**src/rtl/fnd_scan_driver_pkg.sv**
```systemverilog
// rtl/fnd_scan_driver_pkg.sv - shared constants, state type and sizing helper for the FND scan driver
package fnd_pkg;

  // gfedcba pattern of the digit "0" and of a dark digit
  localparam logic [6:0] SEG_ZERO = 7'b0111111;
  localparam logic [6:0] SEG_OFF  = 7'b0000000;

  typedef enum logic {
    ST_BLANK = 1'b0,
    ST_SHOW  = 1'b1
  } state_t;

  // Width of an index covering 0..n-1, never less than one bit
  function automatic int idx_width(input int n);
    return (n > 1) ? $clog2(n) : 1;
  endfunction

endpackage

```
**src/rtl/fnd_scan_driver_if.sv**
```systemverilog
// rtl/fnd_scan_driver_if.sv - segment bus in, multiplexed digit drive out
interface fnd_scan_driver_if #(
  parameter int NUM_DIGITS = 3
) ();

  logic [7*NUM_DIGITS-1:0] Fnd_i;
  logic [6:0]              Seg_o;
  logic [NUM_DIGITS-1:0]   Com_o;
  logic                    Frame_o;

  // Pattern source side (counter / bench)
  modport master (
    output Fnd_i,
    input  Seg_o,
    input  Com_o,
    input  Frame_o
  );

  // Display driver side
  modport slave (
    input  Fnd_i,
    output Seg_o,
    output Com_o,
    output Frame_o
  );

endinterface

```
**src/rtl/fnd_scan_timer.sv**
```systemverilog
// rtl/fnd_scan_timer.sv - slot counter and digit index with wrap and show-start strobes
module fnd_scan_timer
  import fnd_pkg::*;
#(
  parameter int NUM_DIGITS   = 3,
  parameter int SCAN_DIV     = 1000,
  parameter int BLANK_CYCLES = 50,
  localparam int DIG_W       = idx_width(NUM_DIGITS)
) (
  input  logic             Clk,
  input  logic             Rst,
  output logic [DIG_W-1:0] dig,
  output logic             wrap,
  output logic             show_start
);

  localparam int CNT_W = idx_width(SCAN_DIV);

  logic [CNT_W-1:0] cnt;

  // Strobes are decoded from the current count, so they mark the edge on
  // which the slot wraps or the dead time ends.
  assign wrap       = (cnt == CNT_W'(SCAN_DIV - 1));
  assign show_start = (cnt == CNT_W'(BLANK_CYCLES - 1));

  // Slot counter: 0..SCAN_DIV-1, restarting on wrap
  always_ff @(posedge Clk or negedge Rst) begin
    if (!Rst) begin
      cnt <= '0;
    end else if (wrap) begin
      cnt <= '0;
    end else begin
      cnt <= cnt + 1'b1;
    end
  end

  // Digit index advances once per slot and rolls over after the last digit
  always_ff @(posedge Clk or negedge Rst) begin
    if (!Rst) begin
      dig <= '0;
    end else if (wrap) begin
      if (dig == DIG_W'(NUM_DIGITS - 1)) begin
        dig <= '0;
      end else begin
        dig <= dig + 1'b1;
      end
    end
  end

endmodule

```
**src/rtl/fnd_scan_driver.sv**
```systemverilog
// rtl/fnd_scan_driver.sv - multiplexed 7-segment driver with dead time and frame latch; FND_LEADING_ZERO_BLANK_EN enables leading-zero blanking
module fnd_scan_driver
  import fnd_pkg::*;
#(
  parameter int NUM_DIGITS   = 3,
  parameter int SCAN_DIV     = 1000,
  parameter int BLANK_CYCLES = 50
) (
  input  logic              Clk,
  input  logic              Rst,
  fnd_scan_driver_if.slave  bus
);

  localparam int DIG_W = idx_width(NUM_DIGITS);
  localparam int BUS_W = 7 * NUM_DIGITS;

  logic [DIG_W-1:0] dig;
  logic             wrap;
  logic             show_start;
  logic             load;

  state_t           state_q;
  state_t           state_nxt;

  logic [BUS_W-1:0] fbuf_q;
  logic [BUS_W-1:0] fbuf_nxt;
  logic [BUS_W-1:0] fnd_eff;

  logic [6:0]            seg_q;
  logic [6:0]            seg_nxt;
  logic [NUM_DIGITS-1:0] com_q;
  logic [NUM_DIGITS-1:0] com_nxt;
  logic                  frame_q;
  logic                  frame_nxt;

  fnd_scan_timer #(
    .NUM_DIGITS   (NUM_DIGITS),
    .SCAN_DIV     (SCAN_DIV),
    .BLANK_CYCLES (BLANK_CYCLES)
  ) u_timer (
    .Clk        (Clk),
    .Rst        (Rst),
    .dig        (dig),
    .wrap       (wrap),
    .show_start (show_start)
  );

  // A new frame is captured only when digit 0 leaves its dead time
  assign load = show_start && (dig == '0);

`ifdef FND_LEADING_ZERO_BLANK_EN
  // Darken zero digits from the top down until the first non-zero digit;
  // digit 0 is never touched so a value of zero still shows "0".
  always_comb begin
    logic higher_zero;
    fnd_eff     = bus.Fnd_i;
    higher_zero = 1'b1;
    for (int d = NUM_DIGITS - 1; d >= 1; d--) begin
      if (higher_zero && (bus.Fnd_i[7*d +: 7] == SEG_ZERO)) begin
        fnd_eff[7*d +: 7] = SEG_OFF;
      end else begin
        higher_zero = 1'b0;
      end
    end
  end
`else
  // Frame buffer takes the counter's patterns verbatim
  always_comb begin
    fnd_eff = bus.Fnd_i;
  end
`endif

  // Next state: the dead time ends on show_start, the slot ends on wrap
  always_comb begin
    state_nxt = state_q;
    if (wrap) begin
      state_nxt = ST_BLANK;
    end else if (show_start) begin
      state_nxt = ST_SHOW;
    end
  end

  // Next outputs follow the next state so Com_o and Seg_o switch on the same
  // edge; the freshly loaded frame is visible in the very first SHOW cycle.
  always_comb begin
    fbuf_nxt  = load ? fnd_eff : fbuf_q;
    seg_nxt   = SEG_OFF;
    com_nxt   = '1;
    frame_nxt = load;
    if (state_nxt == ST_SHOW) begin
      for (int d = 0; d < NUM_DIGITS; d++) begin
        if (dig == DIG_W'(d)) begin
          com_nxt[d] = 1'b0;
          seg_nxt    = fbuf_nxt[7*d +: 7];
        end
      end
    end
  end

  // State, frame buffer and registered pin drive; reset darkens the display at once
  always_ff @(posedge Clk or negedge Rst) begin
    if (!Rst) begin
      state_q <= ST_BLANK;
      fbuf_q  <= '0;
      seg_q   <= SEG_OFF;
      com_q   <= '1;
      frame_q <= 1'b0;
    end else begin
      state_q <= state_nxt;
      fbuf_q  <= fbuf_nxt;
      seg_q   <= seg_nxt;
      com_q   <= com_nxt;
      frame_q <= frame_nxt;
    end
  end

  assign bus.Seg_o   = seg_q;
  assign bus.Com_o   = com_q;
  assign bus.Frame_o = frame_q;

endmodule
```
**src/flat_wrapper.sv**
```systemverilog
// flat-port wrapper written by rule: the top's interface ports become plain ports
module fnd_scan_driver_flat import fnd_pkg::*;
#(
  parameter int NUM_DIGITS   = 3,
  parameter int SCAN_DIV     = 1000,
  parameter int BLANK_CYCLES = 50
)
  (Clk, Rst, bus_Fnd_i, bus_Seg_o, bus_Com_o, bus_Frame_o);
  fnd_scan_driver_if #(.NUM_DIGITS(NUM_DIGITS)) bus_i ();
  input  logic Clk;
  input  logic Rst;
  input wire logic [$bits(bus_i.Fnd_i)-1:0] bus_Fnd_i;
  output wire logic [$bits(bus_i.Seg_o)-1:0] bus_Seg_o;
  output wire logic [$bits(bus_i.Com_o)-1:0] bus_Com_o;
  output wire logic [$bits(bus_i.Frame_o)-1:0] bus_Frame_o;
  assign bus_i.Fnd_i = bus_Fnd_i;
  assign bus_Seg_o = bus_i.Seg_o;
  assign bus_Com_o = bus_i.Com_o;
  assign bus_Frame_o = bus_i.Frame_o;
  fnd_scan_driver #(.NUM_DIGITS(NUM_DIGITS), .SCAN_DIV(SCAN_DIV), .BLANK_CYCLES(BLANK_CYCLES)) u_core (.Clk(Clk), .Rst(Rst), .bus(bus_i));
endmodule
```
**config.mk**
```make
export PLATFORM = sky130hd
export DESIGN_NAME = fnd_scan_driver_flat
export DESIGN_NICKNAME = d
export VERILOG_FILES = /design/src/rtl/fnd_scan_driver_pkg.sv /design/src/rtl/fnd_scan_driver_if.sv /design/src/rtl/fnd_scan_timer.sv /design/src/rtl/fnd_scan_driver.sv /design/src/flat_wrapper.sv
export SDC_FILE = /design/constraint.sdc
export NUM_CORES = 1
export LEC_CHECK = 0
export BUFFER_PORTS_ARGS = -buffer_cell sky130_fd_sc_hd__buf_2
export CORE_AREA = 5 5 63 70
export CTS_BUF_LIST = sky130_fd_sc_hd__clkbuf_16
export CTS_CLUSTER_DIAMETER = 40
export DETAILED_ROUTE_END_ITERATION = 16
export DIE_AREA = 0 0 68 75
export GPL_ROUTABILITY_DRIVEN = 0
export GPL_TIMING_DRIVEN = 0
export PLACE_DENSITY = 0.81
export SYNTH_ARGS = -nofsm -noshare
export SYNTH_HDL_FRONTEND = slang
export SYNTH_SLANG_ARGS = --single-unit
export TNS_END_PERCENT = 5
```
**constraint.sdc**
```tcl
create_clock -name Clk -period 2.9 [get_ports Clk]
set_input_delay 0.145 -clock Clk [delete_from_list [all_inputs] [get_ports Clk]]
set_output_delay 0.145 -clock Clk [all_outputs]
set_load 0.05 [all_outputs]
```
# == Word-level counts from Yosys, hierarchy flattened ==
# Index checks and enable logic that the tools add are counted.
# totals
out_inout_bits,11
ramBits,0
n_memories,0
regBits,45
latchBits,0
elab_cells,28
inputBits,23
mem_bits_ro,0
# classes
div,0
magnitude_cmp,0
n_mux,13
bitwise,0
mul,0
n_reduce_logical,2
shift,0
eq_ne,4
addsub,2
# ops
operator,count
7-bit two-way mux,4
21-bit two-way mux,1
10-bit by 1-bit adder with 10-bit output (second input constant),1
10-bit equality test (second input constant),1
10-bit by 6-bit equality test with 1-bit output (second input constant),1
10-bit two-way mux,1
1-bit two-way mux,5
3-bit two-way mux,1
2-bit by 1-bit adder with 2-bit output (second input constant),1
2-bit by 1-bit equality test with 1-bit output (second input constant),1
2-bit equality test (second input constant),1
2-bit zero test,1
2-bit two-way mux,1
1-bit logical AND,1

# == Longest topological paths before layout ==
# Gate-level depths: netlist (run 1).
# depth
ltp_word,7
ltp_mapped,9
depth_no_buf,6

# == Cells and area by module ==
# A second synthesis (run 1) with hierarchy kept.
# unflattened
cells_unflattened,163
hier_area_um2,2145.8
# by_module_without_submodules
module,cells_per_inst,instances,seq_area_each_um2,area_per_inst_um2
fnd_scan_driver,99,1,829.5,1461.4
fnd_scan_timer,64,1,300.3,684.4

# == Worst setup path before layout (run 1) ==
# Ideal clock, no wire load.
# synth_path
path_type,register to register
start,reg u_core.u_timer.cnt[0]
end,reg u_core.u_timer.dig[0]
stages_incl_launch_ff,5
arrival_time_ps,1477
synth_period_minus_slack_ps,1602
path_buffers,0
path_slack_ps,1298
t_required_ps,2775
setup_ps,125
path_cell_list,dfrtp_1 ha_1 nand4_1 nor4_4 mux2_2
# synth_between
elab_chain_cells,1
# synth_rtl
item,line_no,source
from (decl),fnd_scan_timer.sv:19,logic [CNT_W-1:0] cnt;
from (signal assigned),fnd_scan_timer.sv:33,cnt <= cnt + 1'b1;
10-bit equality test,fnd_scan_timer.sv:23,assign wrap = (cnt == CNT_W'(SCAN_DIV - 1));
to (signal assigned),fnd_scan_timer.sv:45,dig <= dig + 1'b1;
to (decl),fnd_scan_timer.sv:12,"output logic [DIG_W-1:0] dig,"
# Every way passes these cells.
# A chain may end at the register's enable or synchronous reset.

# == Worst setup path after layout (run 1) ==
# layout_path
start,reg u_core.u_timer.cnt[0]
end,reg u_core.u_timer.dig[1]
# Same word-level chain as after synthesis.

==> results of run 1 <==
[sequential cells by signal (all words and copies together) (netlist names)]
name                flops
u_core.state_q          1
u_core.bus.Com_o        3
u_core.fbuf_q          21
u_core.bus.Frame_o      1
u_core.bus.Seg_o        7
u_core.u_timer.cnt     10
u_core.u_timer.dig      2
[kinds of logic after synthesis]
logic type / share of synthesized area
AOI/OAI and AO/OA: 0.1209
xor gates and xnor gates: 0.02137
adders and majority gates: 0.01221
buffers and inverters: 0.04700
DFF: 0.5513
muxes: 0.03296
and+or+nand+nor: 0.2143
[per-stage QoR]
step	hold slack (ns)	setup slack, ns	instances
2_1_floorplan	-0.1506	1.298	199
3_3_place_gp	0.3411	1.111	282
3_5_place_dp	0.3464	1.057	282
4_1_cts	0.05125	1.039	290
5_1_grt	0.05851	0.9369	290
6_report	0.02439	1.048	290
[final cells by class]
type                       instances  share of cell area
sequential                        45              0.4631
clock buffer                       5             0.05128
timing repair buffer              33             0.06769
tap                               50             0.02564
inverter                           5            0.007692
multi-input combinational        139              0.3374
buffer                            10             0.03179
clock inverter                     3             0.01538
[worst max-delay path, stage by stage, from the launching register on]
cell,delay (ns)
dfrtp_1,0.41
ha_1,0.24
nand4_1,0.19
nor4_4,0.49
mux2_2,0.40
[cells in the mapped netlist]
master / number
and4_4: 1
xnor2_1: 1
nand4_1: 3
ha_1: 2
buf_2: 5
nand3b_1: 1
buf_8: 1
o31a_1: 1
and3_1: 2
dfrtp_1: 42
nor2b_2: 1
nor2_1: 7
xor2_1: 4
a22o_1: 7
a31oi_1: 5
nor4_4: 1
o211a_1: 4
mux2_2: 6
a21boi_1: 3
a32oi_1: 3
dfstp_2: 3
and4bb_4: 1
or3_1: 1
nand2b_1: 1
buf_6: 3
and4_1: 1
nand4b_1: 1
nor2b_1: 2
nand3_1: 3
nand2_1: 63
o31ai_1: 1
clkbuf_1: 1
o21ai_0: 10
inv_1: 5
nor2_2: 2
nor3_2: 1
[worst max-delay path by stage]
stage                                      from               endpoint  cells past startpoint
final                     u_core.u_timer.cnt[0]  u_core.u_timer.dig[1]                      4
after CTS                 u_core.u_timer.cnt[0]  u_core.u_timer.dig[1]                      4
after floorplan           u_core.u_timer.cnt[0]  u_core.u_timer.dig[0]                      4
after global routing      u_core.u_timer.cnt[1]      u_core.fbuf_q[17]                      7
after detailed placement  u_core.u_timer.cnt[0]  u_core.u_timer.dig[1]                      4
after global placement    u_core.u_timer.cnt[0]    u_core.bus.Seg_o[3]                      6
[routing by layer]
| layer | routed length [um] | share of wire | vias to the layer above | GRT usage |
|---|---|---|---|---|
| met4 | 89 | 0.022 | 0 | 0.08168 |
| met5 | 0 | 0 | - | 0 |
| met2 | 1963 | 0.48 | 37 | 0.2794 |
| met1 | 1812 | 0.44 | 719 | 0.2400 |
| met3 | 236 | 0.058 | 11 | 0.05672 |
| li1 | - | - | 755 | - |
[where the power goes]
group	switching (mW)	total (mW)	internal, mW
Clock	0.221	0.621	0.400
Sequential	0	0.631	0.631
Combinational	0.0262	0.0478	0.0217
==> reports/results.ini, run 1 <==
[outcome]
status = complete, no violations

[floorplanning]
core_mm2 = 0.003597
die_area_mm2 = 0.005100
start_util = 0.5697
io_pins = 34
fp.dieW_um = 68
dieHeight_um = 75
fp-row-count = 23

[timing]
fin_crit_sh = 0.6387
relSlewSlack = 0.3448
setup_tns_ns = 0
fmax_mhz = 539.9
tightest_slew_ns = 0.9828
post-route-min-period_ns = 1.852
finalClockSkew_ns = 0.004553
rsz0062_at_grt = false
finalHoldViolCount = 0
drv_slew = 0
setup_violations = 0

[grt]
grt_overflow = 0
grt_max_degree = 46
grt_usage = 0.1831
grt_pass1_wl_um = 6893
antenna_found_initial = 0
grt_pass1_vias = 1508

[critical_path]
critPathRequiredTime_ns = 3.06
worstPathArrival_ns = 2.02
reg2reg_from = u_core.u_timer.cnt[0]
r2r_slack_ns = 1.05
crit_path_end_kind = flop
reg2reg_to = u_core.u_timer.dig[1]
critical_path_class = reg -> reg
cp-start-kind = flop
critPathMaxFanout = 9
reg2reg_depth = 4

[clock_tree]
holdBufCountCts = 0
post_cts_resize_count = 0
worstSkewPairLatency_ns = 0.28
cts_root_buffer = clkbuf_16
clkSinkCount = 45
cts.reportedPaths.clkPinSlew_ns = 0.06
post_cts_buffers = 0
htreeDepth = 2
clock_path_buffers = 2
cts_made_buffers = 5
cts_tree = built

[logic_synthesis]
syn_avg_cell_area_um2 = 10.30
yosys.area.top_type_share = 0.5128
yosysWarnings = 0
synth_area_mm2 = 0.002049
synth_largest_area_cell = dfrtp_1
synth-seq-cells = 45
syn_inst = 199
netlist_top_cells_area = dfrtp_1 (51%), nand2_1 (12%), dfstp_2 (3.8%)
ys_types = 36
synthesis.nets = 224
ys_seq_area_frac = 0.5513

[pwr]
p_total_mw = 1.299
ir_drop_mv = 0.4666
power_density_mw_per_mm2 = 532.6
p_leak_nw = 1.215

[final_layout]
fin_util = 0.6783
mostFrequentLayoutCells = nand2_1 (63), dfrtp_1 (42), buf_2 (38)
area_growth_pct = 19.05
seqCellArea_mm2 = 0.001130
n_fill_cell = 277
antenna_cells = 0
multi_input_area_um2 = 823.3
design_area_mm2 = 0.002440
final_common_cell = nand2_1
nets = 264
drive_gt1_frac = 0.2667

[run]
max_cap_violations = 0

[drt]
via_count = 1522
wl_per_cell_um = 14.14
firstDrtPassIters = 4
drt_iter0_drc = 111
viasPerCell = 5.248
drc_errors = 0
wirelength_um = 4101
ant_nets = 0

[placement]
dpl-instance-area_mm2 = 0.002277
dp.final_hpwl_um = 2854
port_buffers = 33

[worst_hold_path]
holdCritPathClass = in -> async

Note: power is estimated with default switching activity, not from simulation.
==> inputs of run 2 (changes only) <==
--- a/config.mk
+++ b/config.mk
@@ -6,14 +6,14 @@
 export NUM_CORES = 1
 export LEC_CHECK = 0
 export BUFFER_PORTS_ARGS = -buffer_cell sky130_fd_sc_hd__buf_2
-export CORE_AREA = 5 5 63 70
+export CORE_AREA = 5 5 65 73
 export CTS_BUF_LIST = sky130_fd_sc_hd__clkbuf_16
 export CTS_CLUSTER_DIAMETER = 40
 export DETAILED_ROUTE_END_ITERATION = 16
-export DIE_AREA = 0 0 68 75
+export DIE_AREA = 0 0 70 78
 export GPL_ROUTABILITY_DRIVEN = 0
 export GPL_TIMING_DRIVEN = 0
-export PLACE_DENSITY = 0.81
+export PLACE_DENSITY = 0.75
 export SYNTH_ARGS = -nofsm -noshare
 export SYNTH_HDL_FRONTEND = slang
 export SYNTH_SLANG_ARGS = --single-unit
==> constraint.sdc (replaced) <==
create_clock -name Clk -period 1.8 [get_ports Clk]
set_input_delay 0.09 -clock Clk [delete_from_list [all_inputs] [get_ports Clk]]
set_output_delay 0.09 -clock Clk [all_outputs]
set_load 0.05 [all_outputs]
==> reports/results.ini, run 2 (synthesis gave the netlist of run 1 again) <==
[final_layout]
mostFrequentLayoutCells = nand2_1 (63), dfrtp_1 (42), buf_2 (38)  ; unchanged
largest_reg_flops = 21  ; unchanged
final_common_cell = nand2_1  ; unchanged
n_fill_cell = 328  ; was 277
design_area_mm2 = 0.002482  ; was 0.002440 mm^2
nets = 271  ; was 264
final_cells = 299  ; was 290
fin_util = 0.6359  ; was 0.6783
drive_gt1_frac = 0.2834  ; was 0.2667
top_register = u_core.fbuf_q  ; unchanged
area_growth_pct = 21.12  ; was 19.05%
antenna_cells = 0  ; unchanged

[critical_path]
reg2reg_depth = 7  ; was 4
crit_path_end_kind = flop  ; unchanged
startpoint = u_core.u_timer.cnt[0]  ; unchanged
reg2reg_to = u_core.bus.Seg_o[4]  ; was u_core.u_timer.dig[1]
critical_path_class = reg -> reg  ; unchanged
r2r_slack_ns = 0.07  ; was 1.05 ns
cp-start-kind = flop  ; unchanged
worstPathArrival_ns = 1.90  ; was 2.02 ns
reg2reg_from = u_core.u_timer.cnt[0]  ; unchanged
crit_end = u_core.bus.Seg_o[4]  ; was u_core.u_timer.dig[1]
critPathMaxFanout = 10  ; was 9
critPathRequiredTime_ns = 1.96  ; was 3.06 ns

[drt]
drt_iter0_drc = 56  ; was 111
wirelength_um = 4214  ; was 4101 um
viasPerCell = 5.194  ; was 5.248
firstDrtPassIters = 6  ; was 4
ant_nets = 0  ; unchanged
wl_per_cell_um = 14.09  ; was 14.14 um
drc_errors = 0  ; unchanged
via_count = 1553  ; was 1522

[pwr]
netSwitchingFraction = 0.2087  ; was 0.1903
internal-power_mw = 1.556  ; was 1.052 mW
ir_drop_mv = 0.5258  ; was 0.4666 mV
power_frac_comb = 0.041  ; was 0.037
p_total_mw = 1.966  ; was 1.299 mW
clkPwrFrac = 0.442  ; was 0.478
pwr-share-seq = 0.517  ; was 0.485
p_switching_mw = 0.4102  ; was 0.2472 mW
p_leak_nw = 1.244  ; was 1.215 nW
power_density_mw_per_mm2 = 791.9  ; was 532.6 mW/mm^2

[placement]
dpl-instance-area_mm2 = 0.002280  ; was 0.002277 mm^2
dpl_worst_slack_ns = -0.08770  ; was 1.057 ns
dp.final_hpwl_um = 2895  ; was 2854 um
placed_cells = 284  ; was 282
port_buffers = 33  ; unchanged

[timing]
finalHoldViolCount = 42  ; was 0
setup_violations = 0  ; unchanged
setup_tns_ns = 0  ; unchanged
post-route-min-period_ns = 1.733  ; was 1.852 ns
drv_slew = 0  ; unchanged
relSlewSlack = 0.3398  ; was 0.3448
whs_ns = -0.02807  ; was 0.02439 ns
fmax_mhz = 577.0  ; was 539.9 MHz
finalClockSkew_ns = 0.005353  ; was 0.004553 ns
fin_ws_ns = 0.06683  ; was 1.048 ns
tightest_slew_ns = 0.9903  ; was 0.9828 ns
fin_crit_sh = 0.9629  ; was 0.6387
rsz0062_at_grt = true  ; was false

[outcome]
status = finished with violations  ; was complete, no violations
violations = hold timing

[worst_hold_path]
holdCritPathClass = in -> async  ; unchanged

[floorplanning]
fp-row-count = 24  ; was 23
start_util = 0.5250  ; was 0.5697
core_mm2 = 0.003904  ; was 0.003597 mm^2
dieHeight_um = 78  ; was 75 um
die_area_mm2 = 0.005460  ; was 0.005100 mm^2
fp.dieW_um = 70  ; was 68 um
io_pins = 34  ; unchanged

[grt]
grt_usage = 0.1639  ; was 0.1831
grt_pass1_wl_um = 7293  ; was 6893 um
antenna_found_initial = 0  ; unchanged
grt_pass1_vias = 1575  ; was 1508
grt_overflow = 0  ; unchanged
grt_max_degree = 46  ; unchanged

[clock_tree]
worstSkewPairLatency_ns = 0.28  ; about the same
cts.reportedPaths.clkPinSlew_ns = 0.06  ; about the same
clkSinkCount = 45  ; unchanged
cts_root_buffer = clkbuf_16  ; unchanged
htreeDepth = 2  ; unchanged
cts_made_buffers = 5  ; unchanged
cts_tree = built  ; unchanged
clock_path_buffers = 2  ; unchanged

[run]
max_cap_violations = 0  ; unchanged

[run 2: area by class of cell]
type,instances,area [um^2],share of cell area
flip-flops and latches,45,1130,0.4551
multi-input cells,139,830.8,0.3347
repair buffers,40,222.7,0.08972
clock buffers,5,125.1,0.05040
plain buffers,10,77.57,0.03125
well taps,52,65.06,0.02621
inverters,5,18.77,0.007560
clock inverters,3,12.51,0.005040
[run 2: how the worst min path moves through the flow]
stage,startpoint,endpoint,slack (ns),cells after the start
final,Rst,u_core.u_timer.cnt[5],-0.03,1
after CTS,Rst,u_core.u_timer.cnt[4],0.0009,1
after floorplan,Rst,u_core.bus.Frame_o,-0.21,0
after detailed placement,bus_Fnd_i[10],u_core.fbuf_q[10],0.29,3
after global placement,bus_Fnd_i[14],u_core.fbuf_q[14],0.29,3
after global routing,bus_Fnd_i[14],u_core.fbuf_q[14],0.02,3
[run 2: layer usage]
layer | part of all wire | GRT usage
met3 | 0.039 | 0.04005
met4 | 0.019 | 0.05939
met5 | 0 | 0
met1 | 0.44 | 0.1985
met2 | 0.50 | 0.2836
[run 2: power groups by stage]
| stage | combinational, mW | clock, mW | sequential [mW] |
|---|---|---|---|
| 2_1_floorplan | 0.0299 | 0 | 1.03 |
| 3_3_place_gp | 0.0771 | 0 | 1.03 |
| 3_5_place_dp | 0.0785 | 0 | 1.03 |
| 4_1_cts | 0.0822 | 0.873 | 1.02 |
| 5_1_grt | 0.0951 | 0.913 | 1.02 |
| 6_report | 0.0806 | 0.869 | 1.02 |
[run 2: repair_timing]
item,4_1_cts,5_1_grt
pin swaps,1,1
hold buffers,2,0
gates cloned,0,0
setup endpoints to repair,8,19
buffers inserted,3,2
hold endpoints to repair,2,0
resized for setup,0,2
[run 2: worst max-delay path, stage by stage, from the launching register on]
cell,delay (ns)
dfrtp_1,0.42
ha_2,0.24
nand4_1,0.18
nor4_4,0.24
buf_4,0.18
nor2_2,0.06
buf_6,0.15
a21boi_1,0.13
==> inputs of run 3 (changes only) <==
--- a/config.mk
+++ b/config.mk
@@ -6,14 +6,14 @@
 export NUM_CORES = 1
 export LEC_CHECK = 0
 export BUFFER_PORTS_ARGS = -buffer_cell sky130_fd_sc_hd__buf_2
-export CORE_AREA = 5 5 65 73
+export CORE_AREA = 5 5 71 79
 export CTS_BUF_LIST = sky130_fd_sc_hd__clkbuf_16
 export CTS_CLUSTER_DIAMETER = 40
 export DETAILED_ROUTE_END_ITERATION = 16
-export DIE_AREA = 0 0 70 78
+export DIE_AREA = 0 0 76 84
 export GPL_ROUTABILITY_DRIVEN = 0
 export GPL_TIMING_DRIVEN = 0
-export PLACE_DENSITY = 0.75
+export PLACE_DENSITY = 0.76
 export SYNTH_ARGS = -nofsm -noshare
 export SYNTH_HDL_FRONTEND = slang
 export SYNTH_SLANG_ARGS = --single-unit
==> reports/results.ini, run 3 (synthesis gave the netlist of run 1 again) <==
[pwr]
pwr-share-seq = 0.523  ; was 0.517
internal-power_mw = 1.550  ; was 1.556 mW
p_total_mw = 1.942  ; was 1.966 mW
p_leak_nw = 1.221  ; was 1.244 nW
power_density_mw_per_mm2 = 793.0  ; was 791.9 mW/mm^2
clkPwrFrac = 0.436  ; was 0.442
power_frac_comb = 0.041  ; about the same
ir_drop_mv = 0.3689  ; was 0.5258 mV
netSwitchingFraction = 0.2018  ; was 0.2087
p_switching_mw = 0.3918  ; was 0.4102 mW

[timing]
post-route-min-period_ns = 1.728  ; was 1.733 ns
rsz0062_at_grt = true  ; unchanged
fmax_mhz = 578.7  ; was 577.0 MHz
tightest_slew_ns = 0.9777  ; was 0.9903 ns
finalClockSkew_ns = 0.003342  ; was 0.005353 ns
setup_violations = 0  ; unchanged
drv_slew = 0  ; unchanged
fin_crit_sh = 0.9600  ; was 0.9629
whs_ns = -0.03352  ; was -0.02807 ns
relSlewSlack = 0.3482  ; was 0.3398
finalHoldViolCount = 42  ; unchanged

[final_layout]
n_fill_cell = 470  ; was 328
final_common_cell = nand2_1  ; unchanged
nets = 267  ; was 271
area_growth_pct = 19.48  ; was 21.12%
largest_reg_flops = 21  ; unchanged
fin_util = 0.5069  ; was 0.6359
drive_gt1_frac = 0.2757  ; was 0.2834
mostFrequentLayoutCells = nand2_1 (63), dfrtp_1 (42), buf_2 (38)  ; unchanged
top_register = u_core.fbuf_q  ; unchanged
antenna_cells = 0  ; unchanged

[drt]
wl_per_cell_um = 14.29  ; was 14.09 um
via_count = 1567  ; was 1553
wirelength_um = 4301  ; was 4214 um
drc_errors = 0  ; unchanged
wl_met2_um = 2194  ; was 2095 um
met1Wirelength_um = 1864  ; was 1874 um
drt_iter0_drc = 85  ; was 56
viasPerCell = 5.206  ; was 5.194
firstDrtPassIters = 5  ; was 6
top_layer = met4  ; unchanged
ant_nets = 0  ; unchanged
wl_met3_um = 161  ; was 165 um

[floorplanning]
core_mm2 = 0.004831  ; was 0.003904 mm^2
fp.dieW_um = 76  ; was 70 um
dieHeight_um = 84  ; was 78 um
die_area_mm2 = 0.006384  ; was 0.005460 mm^2
start_util = 0.4242  ; was 0.5250
fp-row-count = 27  ; was 24
io_pins = 34  ; unchanged

[clock_tree]
clkSinkCount = 45  ; unchanged
holdBufCountCts = 0  ; was 2
cts_made_buffers = 5  ; unchanged
clock_path_buffers = 2  ; unchanged
worstSkewPairLatency_ns = 0.28  ; about the same
cts_root_buffer = clkbuf_16  ; unchanged
cts_tree = built  ; unchanged
cts.reportedPaths.clkPinSlew_ns = 0.06  ; about the same
htreeDepth = 2  ; unchanged

[critical_path]
max_stage_delay_ns = 0.42  ; about the same
critPathMaxFanout = 10  ; unchanged
crit_path_end_kind = flop  ; unchanged
cp-start-kind = flop  ; unchanged
r2r_slack_ns = 0.07  ; about the same
worstPathArrival_ns = 1.88  ; was 1.90 ns
worstPathCellList = ha_2 -> nand4_1 -> nor4_4 -> buf_4 -> nor2_2 -> buf_6 -> a21boi_1  ; unchanged
critical_path_class = reg -> reg  ; unchanged
cpMaxStageDelayCell = dfrtp_1  ; unchanged
critPathRequiredTime_ns = 1.95  ; was 1.96 ns

[run]
max_cap_violations = 0  ; unchanged

[grt]
grt_usage = 0.1398  ; was 0.1639
grt_pass1_wl_um = 7300  ; was 7293 um
grt_pass1_vias = 1584  ; was 1575
grt_max_degree = 46  ; unchanged
grt_overflow = 0  ; unchanged
antenna_found_initial = 0  ; unchanged

[placement]
dp.final_hpwl_um = 3004  ; was 2895 um
port_buffers = 33  ; unchanged

[worst_hold_path]
holdCritPathClass = in -> async  ; unchanged

[outcome]
status = finished with violations  ; unchanged
violations = hold timing  ; unchanged

==> run 3: cell count changes in the layout (fill, tap and decap cells not counted), sizes merged <==
cell         before  now
clkinv            3    1
buf              47   45
inv               5    7
dlygate4sd3       2    0
==> run 3: through the flow <==
stage          worst slack [ns]  std cells  area [um^2]  setup TNS (ns)  hold WS [ns]
2_1_floorplan            0.1984        199         2049               0       -0.2056
3_3_place_gp           -0.03408        290         2287        -0.07811        0.2894
3_5_place_dp           -0.07038        290         2287         -0.3137        0.2914
4_1_cts                 0.07683        300         2439               0      0.002705
5_1_grt                -0.04043        301         2449         -0.1357       0.01572
6_report                0.07203        301         2449               0      -0.03352
==> run 3: path summary, 6_finish.rpt <==
path	start	endpoint	cells after the start
min	Rst	u_core.u_timer.cnt[2]	1
max reg2reg	u_core.u_timer.cnt[0]	u_core.bus.Seg_o[4]	7
max in group asynchronous	Rst	u_core.fbuf_q[19]	1
min reg2reg	u_core.fbuf_q[18]	u_core.fbuf_q[18]	2
max	u_core.u_timer.cnt[0]	u_core.bus.Seg_o[4]	7
min in group Clk	bus_Fnd_i[18]	u_core.fbuf_q[18]	3
==> run 3: cell type report <==
type                            instances  area (um^2)  share of cell area
Clock buffer                            5        125.1             0.05110
Multi-Input combinational cell        139        825.8              0.3373
Clock inverter                          3        11.26            0.004599
Sequential cell                        45         1130              0.4614
Timing Repair Buffer                   36        187.7             0.07665
Inverter                                5        18.77            0.007665
Buffer                                 10        77.57             0.03168
Tap cell                               58        72.57             0.02964
==> run 3: power groups by stage <==
stage	Combinational [mW]	Clock [mW]	Sequential [mW]
floorplan	0.0299	0	1.03
CTS	0.0816	0.866	1.02
global placement	0.0789	0	1.03
global route	0.0928	0.905	1.02
finish	0.0792	0.847	1.02
detailed placement	0.0813	0	1.03
==> run 3: critical path, delay by kind of cell, from the launching register on <==
family / cells / cell delay [ns]
AND/OR/NAND/NOR: 3 / 0.48
flip-flops: 1 / 0.42
AO/OA/AOI/OAI: 1 / 0.14
adder cells (fa/ha/maj): 1 / 0.24
buffers and inverters: 2 / 0.32
==> run 3: metal layers <==
layer	GRT usage	vias up
li1	-	763
met4	0.06149	0
met1	0.1730	764
met5	0	-
met3	0.02592	7
met2	0.2352	33
==> run 3: timing repair <==
action	4_1_cts	5_1_grt
pin swaps	1	1
endpoints found under the hold margin	0	0
buffers inserted	2	1
setup endpoints to repair	8	19
resized for setup	0	1
